## src/rtl/spectrum_pkg.sv

```systemverilog
// Shared types and constants for the spectrum bin store reader and renderer.
package spectrum_pkg;

  localparam int NUM_BINS_DEF = 40;
  localparam int BIN_W        = 8;
  localparam int LEVEL_W_DEF  = 5;

  typedef enum logic [1:0] {
    IDLE,
    READ,
    SEND,
    DONE
  } reader_state_t;

  typedef struct packed {
    logic [BIN_W-1:0]       index;
    logic [LEVEL_W_DEF-1:0] level;
    logic [BIN_W-1:0]       peak;
  } bin_record_t;

  // Peak-hold with linear fall: a fresh sample at or above the held peak
  // replaces it; otherwise the held peak falls by decay and floors at 0.
  function automatic logic [BIN_W-1:0] peak_next(
    input logic [BIN_W-1:0] sample,
    input logic [BIN_W-1:0] held,
    input logic [BIN_W-1:0] decay
  );
    logic [BIN_W:0] diff;
    diff = {1'b0, held} - {1'b0, decay};
    if (sample >= held) begin
      return sample;
    end else if (diff[BIN_W]) begin
      return '0;
    end else begin
      return diff[BIN_W-1:0];
    end
  endfunction

endpackage

```

## src/rtl/bin_peak_mem.sv

```systemverilog
// Held-peak storage: one byte per bin, combinational read, synchronous write,
// whole array cleared by reset.
module bin_peak_mem #(
  parameter int DEPTH = 40,
  parameter int AW    = 6
) (
  input  logic          clk,
  input  logic          rst,
  input  logic          we,
  input  logic [AW-1:0] waddr,
  input  logic [7:0]    wdata,
  input  logic [AW-1:0] raddr,
  output logic [7:0]    rdata
);

  logic [7:0] mem [DEPTH];

  // Clear every held peak on reset, otherwise take single writes.
  always_ff @(posedge clk) begin
    if (rst) begin
      for (int i = 0; i < DEPTH; i++) begin
        mem[i] <= '0;
      end
    end else if (we) begin
      mem[waddr] <= wdata;
    end
  end

  assign rdata = mem[raddr];

endmodule

```

## src/rtl/spectrum_bin_reader.sv

```systemverilog
// Sweeps all bins of the filter store once per frame, applies peak-hold
// and streams (index, level, peak) records over valid/ready.
//
// state | meaning
// IDLE  | waiting for a frame request
// READ  | sample rd_data for bin idx, update its held peak
// SEND  | record for bin idx offered downstream until accepted
// DONE  | one-cycle frame_done after the last record is accepted
module spectrum_bin_reader
  import spectrum_pkg::*;
#(
  parameter int NUM_BINS   = NUM_BINS_DEF,
  parameter int LEVEL_W    = LEVEL_W_DEF,
  parameter int PEAK_DECAY = 1
) (
  input  logic               clk,
  input  logic               rst,
  input  logic               start,
  output logic [7:0]         rd_addr,
  input  logic [7:0]         rd_data,
  output logic               bin_valid,
  input  logic               bin_ready,
  output logic [7:0]         bin_index,
  output logic [LEVEL_W-1:0] bin_level,
  output logic [7:0]         bin_peak,
  output logic               busy,
  output logic               frame_done
);

  localparam int AW = $clog2(NUM_BINS);

  reader_state_t state, state_nx;
  logic [7:0]    idx;
  logic [7:0]    data_q;
  logic [7:0]    peak_q;
  logic [7:0]    peak_held;
  logic [7:0]    new_peak;
  logic          peak_we;
  logic          last_bin;
  logic          handshake;

  assign last_bin  = (idx == 8'(NUM_BINS - 1));
  assign bin_valid = (state == SEND);
  assign handshake = bin_valid && bin_ready;
  assign new_peak  = peak_next(rd_data, peak_held, 8'(PEAK_DECAY));

  bin_peak_mem #(
    .DEPTH (NUM_BINS),
    .AW    (AW)
  ) u_peak_mem (
    .clk   (clk),
    .rst   (rst),
    .we    (peak_we),
    .waddr (idx[AW-1:0]),
    .wdata (new_peak),
    .raddr (idx[AW-1:0]),
    .rdata (peak_held)
  );

  // State register.
  always_ff @(posedge clk) begin
    if (rst) begin
      state <= IDLE;
    end else begin
      state <= state_nx;
    end
  end

  // Next-state decode; the peak write happens only in READ so each bin is
  // updated exactly once per frame.
  always_comb begin
    state_nx = state;
    peak_we  = 1'b0;
    case (state)
      IDLE: if (start) state_nx = READ;
      READ: begin
        peak_we  = 1'b1;
        state_nx = SEND;
      end
      SEND: if (handshake) state_nx = last_bin ? DONE : READ;
      DONE: state_nx = IDLE;
      default: state_nx = IDLE;
    endcase
  end

  // Bin counter and record registers; record fields only change in READ,
  // so they are stable for the whole SEND stretch.
  always_ff @(posedge clk) begin
    if (rst) begin
      idx    <= '0;
      data_q <= '0;
      peak_q <= '0;
    end else begin
      case (state)
        IDLE: if (start) idx <= '0;
        READ: begin
          data_q <= rd_data;
          peak_q <= new_peak;
        end
        SEND: if (handshake && !last_bin) idx <= idx + 8'd1;
        default: ;
      endcase
    end
  end

  assign rd_addr    = idx;
  assign bin_index  = idx;
  assign bin_level  = data_q[7 -: LEVEL_W];
  assign bin_peak   = peak_q;
  assign busy       = (state != IDLE);
  assign frame_done = (state == DONE);

endmodule

```

## config.mk

```make
export PLATFORM = sky130hd
export DESIGN_NAME = spectrum_bin_reader
export DESIGN_NICKNAME = d
export VERILOG_FILES = /design/src/rtl/spectrum_pkg.sv /design/src/rtl/bin_peak_mem.sv /design/src/rtl/spectrum_bin_reader.sv
export SDC_FILE = /design/constraint.sdc
export NUM_CORES = 1
export LEC_CHECK = 0
export CAP_MARGIN = 30
export CORE_MARGIN = 1
export CORE_UTILIZATION = 56
export CTS_BUF_LIST = sky130_fd_sc_hd__clkbuf_8 sky130_fd_sc_hd__clkbuf_16
export DETAILED_ROUTE_END_ITERATION = 12
export GPL_TIMING_DRIVEN = 0
export PLACE_DENSITY = 0.82
export SLEW_MARGIN = 20
export SYNTH_ARGS = -nofsm -noshare
export SYNTH_HDL_FRONTEND = slang
export SYNTH_SLANG_ARGS = --single-unit
```

## constraint.sdc

```tcl
create_clock -name clk -period 4.5 [get_ports clk]
set_input_delay 0.9 -clock clk [delete_from_list [all_inputs] [get_ports clk]]
set_output_delay 0.9 -clock clk [all_outputs]
set_load 0.02 [all_outputs]
```

# [Word-level counts from Yosys, hierarchy flattened]
# Memories as Yosys holds them, arrays and structs flattened. A register that Yosys moved wholly into a read port is not among the register bits.
# Cells that the tools add are included.
[word_totals] latch_bits=0 romBits=0 n_memories=1 input_bits=12 out_inout_bits=32 reg_bits=26 ramBits=320
[op_classes] n_eq_ne=7 n_addsub=2 n_reduce_logical=9 bitwise_logic=0 mux=20 n_lt_le_gt_ge=1 n_mul=0 div_mod_pow=0 shifts=0
[memory_table] memory="u_peak_mem.mem" depth=40 word_bits=8 rd=1 rd_clocked_by_memory_dff=1 write_ports=40 line="bin_peak_mem.sv:16" rtl="logic [7:0] mem [DEPTH];"
[ops] op="two-way mux 8 bit" count=5
[ops] op="two-way mux 6 bit" count=3
[ops] op="case mux 8 bit (2 select lines)" count=1
[ops] op="subtractor 8 x 1 -> 9 bit, second input constant" count=1
[ops] op="adder 8 x 1 -> 8 bit, second input constant" count=1
[ops] op="== test 8 x 6 -> 1 bit, second input constant" count=1
[ops] op="greater-or-equal comparator 8 bit" count=1
[ops] op="case mux 2 bit (4 select lines)" count=1
[ops] op="OR reduction 8 bit" count=1
[ops] op="two-way mux 1 bit" count=7
[ops] op="two-way mux 2 bit" count=3
[ops] op="== test 2 bit, second input constant" count=2
[ops] op="inequality test 2 x 1 -> 1 bit, second input constant" count=2
[ops] op="nonzero test 2 bit" count=2
[ops] op="AND reduction 3 bit" count=1
[ops] op="== test 2 x 1 -> 1 bit, second input constant" count=1
[ops] op="logical AND 1 bit" count=2
[ops] op="logical NOT 2 bit" count=1
[ops] op="inequality test 2 bit, second input constant" count=1
[ops] op="AND reduction 2 bit" count=1
[ops] op="logical NOT 1 bit" count=1

# [Logic depth before layout (Yosys ltp)]
[depth] depth_word=7 depth_mapped=20

# [Modules after synthesis]
# A second synthesis with hierarchy kept.
[hier_totals] hier_cells=1531 area_unflattened_um2=23968.0
[by_module_without_submodules] module="bin_peak_mem" cells_each=1344 area_each_um2=22426.5 n_inst=1
[by_module_without_submodules] module="spectrum_bin_reader" cells_each=187 area_each_um2=1541.5 n_inst=1

# [Worst setup path after synthesis]
# No wires, ideal clock.
[synth_timing] kind="reg-to-reg" startpoint="reg (tool-made name)" endpoint="mem u_peak_mem.mem[40][5] (data pin)" path_stages_with_launch=18 n_path_buf=6 synth_period_minus_slack_ns=4.218 slack_ns=0.282 required_ns=4.266 setup_time_ns=0.234 t_arrival_ns=3.985 path_cell_list="dfxtp_1 -> buf_6 -> buf_12 -> buf_8 -> buf_6 -> mux4_2 -> a22oi_2 -> nand3_2 -> a32oi_4 -> ha_1 -> or2_2 -> a21oi_1 -> a21oi_1 -> a41o_1 -> buf_6 -> o31a_4 -> buf_6 -> inv_1"
[synth_rtl] element="end, declared" line="bin_peak_mem.sv:16"

==> results.sh <==
export IMPL_status="finished, violations left"
export IMPL_violations="negative setup slack"
export IMPL_diodes=0
export IMPL_cts_tree="done"
export IMPL_worstSkewPairLatency_ns=0.64
export IMPL_gp_congestion=0.977
export IMPL_cp_max_fo=10
export IMPL_cellPowerDensity_mw_per_mm2=412
export IMPL_clockBufferDepth=3
export IMPL_maxSlewViolCount=0
export IMPL_port_buffers=42
export IMPL_synth_edf_count=512
export IMPL_skew_ns=0.0283
export IMPL_avgSynthCellArea_um2=14.8
export IMPL_ys_seq_area_frac=0.674
export IMPL_cts_hold_buffers_added=0
export IMPL_fp_dieH_um=208
export IMPL_grt_total_usage=0.354
export IMPL_ir_drop_mv=0.396
export IMPL_layout_drive_gt1_share=0.246
export IMPL_hold_path_class="reg -> reg"
export IMPL_antenna_left=0
export IMPL_synthesis_nets=1619
export IMPL_numCtsBuffers=52
export IMPL_htreeDepth=2
export IMPL_die_x_um=208
export IMPL_fin_nets=1798
export IMPL_yosysWarnings=0
export IMPL_ioPinCount=44
export IMPL_yosysUniqueCellTypes=77
export IMPL_area_growth_pct=18.7
export IMPL_critPathCaptureType="flip-flop"
export IMPL_startpoint_type="flip-flop"
export IMPL_crit_type="reg -> reg"
export IMPL_globalRoute_totalOverflow=0
export IMPL_clock_sink_count=541
export IMPL_arrival_ns=5.23
export IMPL_fin_crit_ns=4.74
export IMPL_synth_cells=1597
export IMPL_grt_pass1_vias=15557
export IMPL_synth_flop_cell="edfxtp_1"
export IMPL_root_buffer="clkbuf_16"
export IMPL_grt_pass1_wl_um=107000
export IMPL_worst_slew_pin_slew_ns=1.08
export IMPL_dr_total_vias=16457
export IMPL_wire_per_inst_um=33.5
export IMPL_routed_via_density=7.00
export IMPL_setup_viol_count_final=425
export IMPL_drt_iter0_markers=3156
export IMPL_start_util=0.573
export IMPL_place_hpwl_um=48100
export IMPL_coreArea_mm2=0.0413
export IMPL_rows=74
export IMPL_antenna_found_initial=0
export IMPL_route_detailed_drc=0
export IMPL_die_area_mm2=0.0431
export IMPL_max_freq_mhz=211
export IMPL_slew_headroom=0.279
export IMPL_n_fill_cell=2567
export IMPL_cap_viol_max_count=0
export IMPL_finalCritPeriodShare=1.05
export IMPL_rsz0062_at_grt="yes"
export IMPL_required_ns=4.99
export IMPL_synth_async_reset_ratio=0
export IMPL_finalHoldViolations=0
export IMPL_worst_slack_ns=-0.243
export IMPL_dpl_instance_area_mm2=0.0248
export IMPL_routed_wirelength_um=78800
export IMPL_synth_area_mm2=0.0237
export IMPL_path_clk_slew_ns=0.06
export IMPL_stdcell_area_mm2=0.0281
export IMPL_setup_tns_ns=-34.90
export IMPL_dr_pass1_iters=9
export IMPL_power_leakage_nw=9.58
export IMPL_grt_max_degree=25
export IMPL_ys_ff_latch=541
[worst paths after layout]
check             cells after the start  slack, ns                    from                               to
setup / recovery                     17      -0.24               flip-flop  u_peak_mem.mem[58][5]$_DFFE_PP_
hold / removal                        2       0.47  data_q[5]$_SDFFE_PP0N_           data_q[5]$_SDFFE_PP0N_
setup reg to reg                     17      -0.24               flip-flop  u_peak_mem.mem[58][5]$_DFFE_PP_
hold reg to reg                       2       0.47  data_q[5]$_SDFFE_PP0N_           data_q[5]$_SDFFE_PP0N_
[worst max-delay path: stages (launching register included)]
cell	delay [ns]
dfxtp_1	0.37
buf_6	0.23
buf_8	0.24
buf_6	0.25
buf_2	0.35
nand2_1	0.08
a31oi_1	0.41
o22ai_1	0.15
a311o_2	0.44
ha_1	0.27
nor3_2	0.29
a21oi_4	0.14
a41o_1	0.23
buf_6	0.16
o31a_4	0.42
buf_12	0.17
clkinvlp_4	0.16
clkbuf_16	0.19
[final cells by class]
cell class / instances / area [um2] / area share
plain buffers: 108 / 1160 / 0.0414
clock buffers: 57 / 1370 / 0.0488
clock inverters: 39 / 322 / 0.0115
inverters: 25 / 128 / 0.00454
multi-input cells: 921 / 7200 / 0.257
flip-flops and latches: 541 / 16000 / 0.568
well taps: 532 / 666 / 0.0237
repair buffers: 123 / 1240 / 0.0442
repair inverters: 4 / 27.5 / 0.000980
[cells in the final DEF, fill, tap and decap left out, drive strengths merged, types with 4 or more instances in the layout]
cell type	n
a2111oi	5
a211oi	8
a21oi	21
a2bb2oi	6
a31oi	10
a32oi	4
and2	5
and3	4
buf	153
bufinv	5
clkbuf	93
clkdlybuf4s50	42
clkinv	13
clkinvlp	9
dfxtp	29
edfxtp	512
ha	10
inv	41
mux2	7
mux2i	30
mux4	116
nand2	124
nand2b	47
nand3	19
nand4	4
nor2	386
nor2b	11
nor3	16
o21ai	9
o221ai	6
o22ai	11
or2	5
or3	4
xnor2	6
[stage by stage]
step	power (W)	std cells	hold slack [ns]	worst slack, ns	util
3_5_place_dp	0.00688	2171	0.457	-1.50	0.600
2_1_floorplan	0.00648	1597	0.491	0.282	-
3_3_place_gp	0.00684	2171	0.445	-1.45	0.599
5_1_grt	0.0117	2350	0.485	-0.157	0.680
4_1_cts	0.0113	2293	0.470	0.00787	0.658
6_report	0.0116	2350	0.469	-0.243	0.680
[repair_timing]
action | CTS | global route
buffers inserted | 23 | 49
resized for setup | 114 | 86
cloned | 3 | 6
pin swaps | 8 | 21
endpoints found under the setup margin | 520 | 504
[power by group]
part / leakage [nW] / internal [W] / total [W] / switching, W
logic: 3.58 / 0.000460 / 0.00134 / 0.000883
clock network: 0.907 / 0.00247 / 0.00443 / 0.00195
registers: 5.09 / 0.00574 / 0.00579 / 0.0000537
[Yosys cell counts (4+ instances only)]
| master | instances | area, um2 |
|---|---|---|
| buf_2 | 36 | 180 |
| nor3_1 | 15 | 75.1 |
| nand2_1 | 124 | 465 |
| buf_4 | 20 | 150 |
| o22ai_1 | 10 | 62.6 |
| edfxtp_1 | 512 | 15400 |
| inv_2 | 6 | 22.5 |
| o21ai_0 | 9 | 45.0 |
| or2_2 | 5 | 31.3 |
| or3_1 | 4 | 25.0 |
| o221ai_1 | 5 | 43.8 |
| buf_6 | 17 | 191 |
| nor2_1 | 384 | 1440 |
| a2bb2oi_4 | 5 | 131 |
| xnor2_1 | 6 | 52.6 |
| nor2b_1 | 11 | 68.8 |
| a31oi_1 | 10 | 62.6 |
| nand2b_1 | 47 | 294 |
| mux2_2 | 7 | 78.8 |
| a21oi_1 | 21 | 105 |
| and3_1 | 4 | 25.0 |
| nand3_1 | 18 | 90.1 |
| ha_1 | 10 | 125 |
| nand4_1 | 4 | 25.0 |
| dfxtp_1 | 29 | 581 |
| mux2i_1 | 30 | 300 |
| mux4_2 | 113 | 2540 |
| and2_1 | 5 | 31.3 |
| clkbuf_1 | 26 | 97.6 |
| buf_1 | 5 | 18.8 |
| a211oi_1 | 8 | 60.1 |
| inv_1 | 18 | 67.6 |
[routing by layer]
metal | global-route usage | vias to the layer above | routed length, um
li1 | - | 6303 | -
met1 | 0.438 | 7897 | 24700
met2 | 0.520 | 1851 | 34300
met3 | 0.139 | 406 | 13500
met4 | 0.231 | 0 | 6330
met5 | 0 | - | 0
[cell families (layout without fill, tap and decap cells)]
logic type | Yosys count | count (layout) | share of synthesized area
compound gates | 112 | 112 | 0.0409
mux | 153 | 153 | 0.127
buf+inv | 135 | 356 | 0.0353
xor+xnor | 9 | 9 | 0.00333
simple gates | 637 | 637 | 0.114
fa+ha+maj | 10 | 10 | 0.00529
flops | 541 | 541 | 0.674
[flip-flops by register name, summed over array words and instances, names as in the netlist, named ones only]
name	count
bin_index	8
bin_peak	8
data_q	5
state	2
u_peak_mem.mem	512
(Power assumes the default switching activity.)
